**src/rtl/sram1rw_arbiter.sv**
```systemverilog
// Two-port round-robin front end for a single-port 256x46 SRAM macro.
// Per-port 2-entry read-response FIFOs with credit-gated read admission.
module sram1rw_arbiter #(
  parameter int ADDR_W = 8,
  parameter int DATA_W = 46
) (
  input  logic              clk,
  input  logic              rst_n,
  input  logic              p0_req_valid,
  output logic              p0_req_ready,
  input  logic              p0_req_we,
  input  logic [ADDR_W-1:0] p0_req_addr,
  input  logic [DATA_W-1:0] p0_req_wdata,
  output logic              p0_rsp_valid,
  input  logic              p0_rsp_ready,
  output logic [DATA_W-1:0] p0_rsp_rdata,
  input  logic              p1_req_valid,
  output logic              p1_req_ready,
  input  logic              p1_req_we,
  input  logic [ADDR_W-1:0] p1_req_addr,
  input  logic [DATA_W-1:0] p1_req_wdata,
  output logic              p1_rsp_valid,
  input  logic              p1_rsp_ready,
  output logic [DATA_W-1:0] p1_rsp_rdata,
  output logic              sram_csb,
  output logic              sram_web,
  output logic              sram_oeb,
  output logic [ADDR_W-1:0] sram_a,
  output logic [DATA_W-1:0] sram_i,
  input  logic [DATA_W-1:0] sram_o
);

  logic              ptr;
  logic [1:0]        pend;
  logic [1:0]        hd;
  logic [1:0]        fc   [2];
  logic [DATA_W-1:0] mem  [2][2];

  logic [1:0]        vld;
  logic [1:0]        we;
  logic [1:0]        rdy;
  logic [1:0]        rv;
  logic [1:0]        pop;
  logic [1:0]        elig;
  logic [1:0]        req;
  logic [1:0]        grant;
  logic [1:0]        cnt  [2];
  logic [ADDR_W-1:0] addr [2];
  logic [DATA_W-1:0] wd   [2];
  logic              sel;
  logic              any;

  assign vld     = {p1_req_valid, p0_req_valid};
  assign we      = {p1_req_we, p0_req_we};
  assign rdy     = {p1_rsp_ready, p0_rsp_ready};
  assign addr[0] = p0_req_addr;
  assign addr[1] = p1_req_addr;
  assign wd[0]   = p0_req_wdata;
  assign wd[1]   = p1_req_wdata;

  // credits = in-flight read + stored entries; a same-cycle pop frees one
  always_comb begin
    for (int n = 0; n < 2; n++) begin
      rv[n]   = fc[n] != 2'd0;
      pop[n]  = rv[n] & rdy[n];
      cnt[n]  = fc[n] + {1'b0, pend[n]};
      elig[n] = we[n] | (cnt[n] < 2'd2) | pop[n];
      req[n]  = vld[n] & elig[n];
    end
  end

  // round-robin grant, pointer port wins ties
  always_comb begin
    grant = 2'b00;
    if (req[ptr])
      grant[ptr] = 1'b1;
    else if (req[~ptr])
      grant[~ptr] = 1'b1;
  end

  assign sel = grant[1];
  assign any = |grant;

  assign p0_req_ready = grant[0];
  assign p1_req_ready = grant[1];

  // macro pins follow the granted port; idle pins are parked
  always_comb begin
    sram_csb = 1'b1;
    sram_web = 1'b1;
    sram_a   = '0;
    sram_i   = '0;
    if (any) begin
      sram_csb = 1'b0;
      sram_web = ~we[sel];
      sram_a   = addr[sel];
      sram_i   = wd[sel];
    end
  end

  assign sram_oeb = 1'b0;

  assign p0_rsp_valid = rv[0];
  assign p1_rsp_valid = rv[1];
  assign p0_rsp_rdata = rv[0] ? mem[0][hd[0]] : '0;
  assign p1_rsp_rdata = rv[1] ? mem[1][hd[1]] : '0;

  // pointer hands priority to the port that lost (or did not ask)
  always_ff @(posedge clk or negedge rst_n) begin
    if (!rst_n)
      ptr <= 1'b0;
    else if (any)
      ptr <= ~sel;
  end

  // read-pending flags and FIFO occupancy/head pointers
  always_ff @(posedge clk or negedge rst_n) begin
    if (!rst_n) begin
      pend <= 2'b00;
      hd   <= 2'b00;
      fc[0] <= 2'd0;
      fc[1] <= 2'd0;
    end else begin
      pend <= grant & ~we;
      for (int n = 0; n < 2; n++) begin
        if (pop[n])
          hd[n] <= ~hd[n];
        fc[n] <= fc[n] + {1'b0, pend[n]} - {1'b0, pop[n]};
      end
    end
  end

  // FIFO storage: macro data lands the cycle after its read grant
  always_ff @(posedge clk) begin
    for (int n = 0; n < 2; n++)
      if (pend[n])
        mem[n][hd[n] ^ fc[n][0]] <= sram_o;
  end

  // a push into a full FIFO without a pop means the credits were wrong
  always_ff @(posedge clk) begin
    for (int n = 0; n < 2; n++)
      if (rst_n)
        assert (!(pend[n] && !pop[n] && fc[n] == 2'd2));
  end

endmodule

```
**config.mk**
```make
export PLATFORM = sky130hd
export DESIGN_NAME = sram1rw_arbiter
export DESIGN_NICKNAME = d
export VERILOG_FILES = /design/src/rtl/sram1rw_arbiter.sv
export SDC_FILE = /design/constraint.sdc
export NUM_CORES = 1
export LEC_CHECK = 0
export BUFFER_PORTS_ARGS = -buffer_cell sky130_fd_sc_hd__buf_2
export CORE_MARGIN = 4
export CORE_UTILIZATION = 44
export DETAILED_ROUTE_END_ITERATION = 12
export GPL_TIMING_DRIVEN = 0
export PLACE_DENSITY = 0.76
export SYNTH_ARGS = -nofsm -noshare
export SYNTH_HDL_FRONTEND = slang
export SYNTH_SLANG_ARGS = --single-unit
```
**constraint.sdc**
```tcl
create_clock -name clk -period 3.2 [get_ports clk]
set_clock_uncertainty 0.2 [all_clocks]
set_input_delay 0.16 -clock clk [delete_from_list [all_inputs] [get_ports clk]]
set_output_delay 0.16 -clock clk [all_outputs]
set_load 0.005 [all_outputs]
```
# Yosys cells after proc, flatten, opt, wreduce, memory -nomap -nowiden
# Memories as Yosys holds them, arrays and structs flattened.
# Cells that the tools add are included.
# totals
register_bits	9
latchBits	0
mem_bits_rw	184
in_bits	162
romBits	0
out_inout_bits	153
mem_count	1
word_cells	92
# op_classes
n_reduce_logical	7
n_shift	0
bitwise_logic	22
div_mod_pow	0
mux	38
n_addsub	4
n_eq_ne	0
mul	0
order_cmp	14
# memory_table
memory	depth	width	rd	rd_clocked_by_memory_dff	write_ports	line	rtl
mem	2	92	2	0	2	37	logic [DATA_W-1:0] mem [2][2];
# op_table
cell	n
46-bit two-way mux	14
92-bit two-way mux	2
46-bit demux with 1-bit select	2
8-bit two-way mux	4
1-bit two-way mux	12
2-bit greater-or-equal comparator, second input constant	5
1-bit NOT with 2-bit output	5
1-bit by 2-bit < comparator with 1-bit output, second input constant	3
1-bit NOT	5
2-bit by 1-bit adder with 2-bit output	2
1-bit AND	4
1-bit logical AND	4
2-bit by 1-bit < comparator with 1-bit output, second input constant	2
2-bit < comparator, second input constant	2
2-bit two-way mux	2
1-bit OR	4
2-bit nonzero test	2
2-bit by 1-bit subtractor with 2-bit output	2
2-bit AND	1
1-bit demux with 1-bit select	2
1-bit greater-or-equal comparator, second input constant	2
2-bit NOT	1
2-bit OR reduction	1
1-bit bitwise XOR	2

# Longest topological paths before layout
# depth
ltp_word	14
depth_mapped	7
depth_no_buf	6

# Worst setup path before layout
# OpenSTA, ideal clock, no wires.
# synth_path
path_kind	reg-to-reg
from	register hd[1]
to	memory mem[0][138] (netlist name), enable pin
stages_incl_launch_ff	5
t_arrival_ns	2.736
setup_slack_ns	-0.186
period_less_slack_ns	3.386
path_cell_list	dfrtp_1 clkbuf_1 buf_2 xor2_1 nor2_1
# synth_rtl
item	line	rtl
start, declared	35	logic [1:0] hd;
start signal, assigned by index	127	hd[n] <= ~hd[n];
end, declared	37	

# Worst setup path in the final report
# layout_path
from	register fc[2] (netlist name)
to	output sram_i[37]
# layout_between
elab_chain_cells	14
word_cells_on_any_way	19
# layout_lines
item	line	rtl
start, declared	36	logic [1:0] fc [2];
start signal, assigned by index	128	fc[n] <= fc[n] + {1'b0, pend[n]} - {1'b0, pop[n]};
2-bit by 1-bit adder with 2-bit output	66	cnt[n] = fc[n] + {1'b0, pend[n]};
2-bit < comparator	67	elig[n] = we[n] | (cnt[n] < 2'd2) | pop[n];
1-bit OR	67	
1-bit OR *	67	
1-bit AND *	68	req[n] = vld[n] & elig[n];
1-bit two-way mux (not written as such) (2 in series)	77	else if (req[~ptr])
2-bit two-way mux	77	
2-bit two-way mux *	75	if (req[ptr])
1-bit NOT with 2-bit output (not written as such)	97	sram_i = wd[sel];
46-bit two-way mux (not written as such) (3 in series)	97	
46-bit two-way mux *	93	if (any) begin
end, declared	29	output logic [DATA_W-1:0] sram_i,
# Mark *: on every way between the ends. The rest lies on a longest branch, timed or not. The select of a mux whose other input is x is not followed.

==> impl_metrics.tcl <==
set metrics [dict create \
    hpwl_um 16800 \
    cts.sinks 193 \
    synth_nets 680 \
    ir_worst_vdd_uv 510 \
    pwr-share-clk_pct 23.4 \
    htree_levels 4 \
    yosysSeqAreaShare_pct 71.8 \
    path_class "reg2out" \
    yosys.area.top_type "edfxtp_1" \
    cts_tree "built" \
    synth_area_leaders "edfxtp_1 (69%), mux2i_1 (11%), a22o_1 (5.9%)" \
    syn_avg_cell_area_sq_um 15.6 \
    rr_worst_depth 5 \
    relSlewSlack_pct 42.3 \
    synth_most_common_cell "edfxtp_1" \
    finalInstanceArea_sq_mm 0.0111 \
    ys_ff_latch 193 \
    vias 5816 \
    drv_cap 0 \
    fin_tns_setup_ns 0 \
    power.density_mw_per_mm2 811 \
    diodes 0 \
    antenna_found_initial 0 \
    post-route-period-util_pct 92.0 \
    ios 315 \
    synth_commonest_cells "edfxtp_1 (184), nor2_1 (97), mux2i_1 (92), a22o_1 (54)" \
    syn_inst 514 \
    cp_max_fo 10 \
    outcome "complete, no violations" \
    async_reset_ff_share_pct 4.66 \
    yosys_warnings 0 \
    slew_violations 0 \
    tightestPinTransition_ns 0.865 \
    timing.hold.ws_ns 0.0257 \
    placed_cell_area_sq_mm 0.0100 \
    end_kind "primary output" \
    grt_max_degree 31 \
    p_leak_nw 4.87 \
    rsz0062_at_grt "false" \
    arrival_ns 2.58 \
    place_congestion 0.789 \
    min_period_ns 2.94 \
    via_per_inst 5.08 \
    nFillCells 1420 \
    first_global_vias 6153 \
    p_sw_share_pct 33.5 \
    synth_edf_count 184 \
    synthFlopType "edfxtp_1" \
    areaGrowthSynthToFinish_pct 38.7 \
    core_area_sq_mm 0.0180 \
    grt_usage_pct 22.1 \
    route.detailed.drc 0 \
    whs_path_depth 5 \
    clkTransAtPathRegs_ns 0.06 \
    die_h_um 143 \
    r2r_setup_slack_ns 0.67 \
    ant_nets 0 \
    drt_iter0_markers 209 \
    die_area_sq_mm 0.0204 \
    switching_power_w 0.00302 \
    gr-total-overflow 0 \
    initial_core_util_pct 44.6 \
    netlist_area_sq_mm 0.00801 \
    synth.top_cell.area_share_pct 69.0 \
    wire_per_inst_um 20.4 \
    p_int_w 0.00599 \
    totalPowerFinal_w 0.00901 \
    die_w_um 143 \
    ys_types 27 \
    rows 49 \
    p_comb_share_pct 39.3 \
    cp-start-kind "flip-flop" \
    seq_power_share_pct 37.3 \
    drive_gt1_share_pct 40.2 \
    grt_pass1_wl_um 33600 \
    cts-root-buf "clkbuf_16" \
    final_net_count 1069 \
    cp_data_required_time_ns 2.84 \
    clk_path_buf_depth 2 \
    cts_setup_buffers 0 \
    cts_made_buffers 17 \
    dr.pass1.iters 6 \
    wirelength_um 23300 \
    clock_latency_ns 0.41 \
    finalSetupViolations 0 \
    hold_viol_final 0 \
    min_path_type "in2reg" \
    fmax_mhz 340 \
    io_buffers 313 \
]
critical path, cell delays in order (launching register included):
cell	delay [ns]
dfrtp_1	0.40
ha_1	0.22
or4b_1	0.46
o311a_1	0.19
a21boi_1	0.21
buf_4	0.22
buf_4	0.20
a22o_1	0.15
buf_2	0.13
placed cells by master, fill, tap and decap left out, types with 2 or more instances in the layout:
cell type and n:
nand2_1 2, dfrtp_1 9, inv_1 11, clkbuf_16 17
ha_1 4, buf_1 5, bufinv_16 3, xnor2_1 4
edfxtp_1 184, nor2_4 2, buf_2 321, buf_6 5
a21boi_1 2, and2_2 2, clkbuf_1 13, xor2_1 4
inv_6 3, dlygate4sd3_1 52, clkinv_4 2, and2_1 3
buf_12 3, o311a_1 2, a22o_1 54, buf_4 6
mux2i_1 92, clkinv_1 3, buf_16 2, nor2_1 95
metrics by stage:
step | setup WS [ns] | cells | util [%]
after floorplan | 0.579 | 514 | -
after global placement | -0.519 | 1056 | 54.9
after detailed placement | 0.646 | 1061 | 55.6
after CTS | 0.209 | 1145 | 61.8
after global routing | 0.0524 | 1145 | 61.8
final | 0.256 | 1145 | 61.8
logic make-up after synthesis:
family | count (synthesis) | share of synthesized area, %
compound gates | 63 | 6.79
xor+xnor | 8 | 0.875
fa+ha+maj | 4 | 0.625
buf+inv | 46 | 3.03
flops | 193 | 71.8
mux | 92 | 11.5
other cells | 1 | 0.0468
simple gates | 107 | 5.34
layer usage:
layer,up-vias,track usage [%],wire length [um]
met5,-,0,0
met4,0,7.95,554
met3,35,6.63,1830
met2,257,41.4,12500
met1,2810,23.4,8410
li1,2714,-,-
state kept, by name, indices dropped and copies added (netlist names):
signal	count
fc	4
ptr	1
mem	184
pend	2
hd	2
path summary, 6_finish.rpt:
path,from,endpoint
max,fc[2],sram_i[37]
min in group asynchronous,rst_n,ptr
max in group asynchronous,rst_n,hd[1]
min,p1_req_valid,ptr
max reg2reg,hd[0],mem[0][35]
min reg2reg,ptr,ptr
power groups by stage:
stage                     combinational, W  clock [W]  sequential, W
after floorplan                    0.00188          0        0.00340
after global placement             0.00341          0        0.00343
after detailed placement           0.00352          0        0.00341
after CTS                          0.00360    0.00213        0.00336
after global routing               0.00387    0.00224        0.00339
final                              0.00354    0.00211        0.00336
final cells by class:
cell class              count  area (sq um)  area share, %
multi-input cells         275          2030           18.3
well taps                 229           287           2.58
repair buffers            370          2200           19.8
clock buffers              19           433           3.90
clock inverters            13           158           1.42
flip-flops and latches    193          5750           51.8
inverters                  11          41.3          0.372
plain buffers              35           201           1.81
what timing repair did:
item,4_1_cts,5_1_grt
endpoints found under the hold margin,198,0
hold buffers,52,0
resized for setup,0,0
No activity file was read; power rests on OpenSTA's default activity.
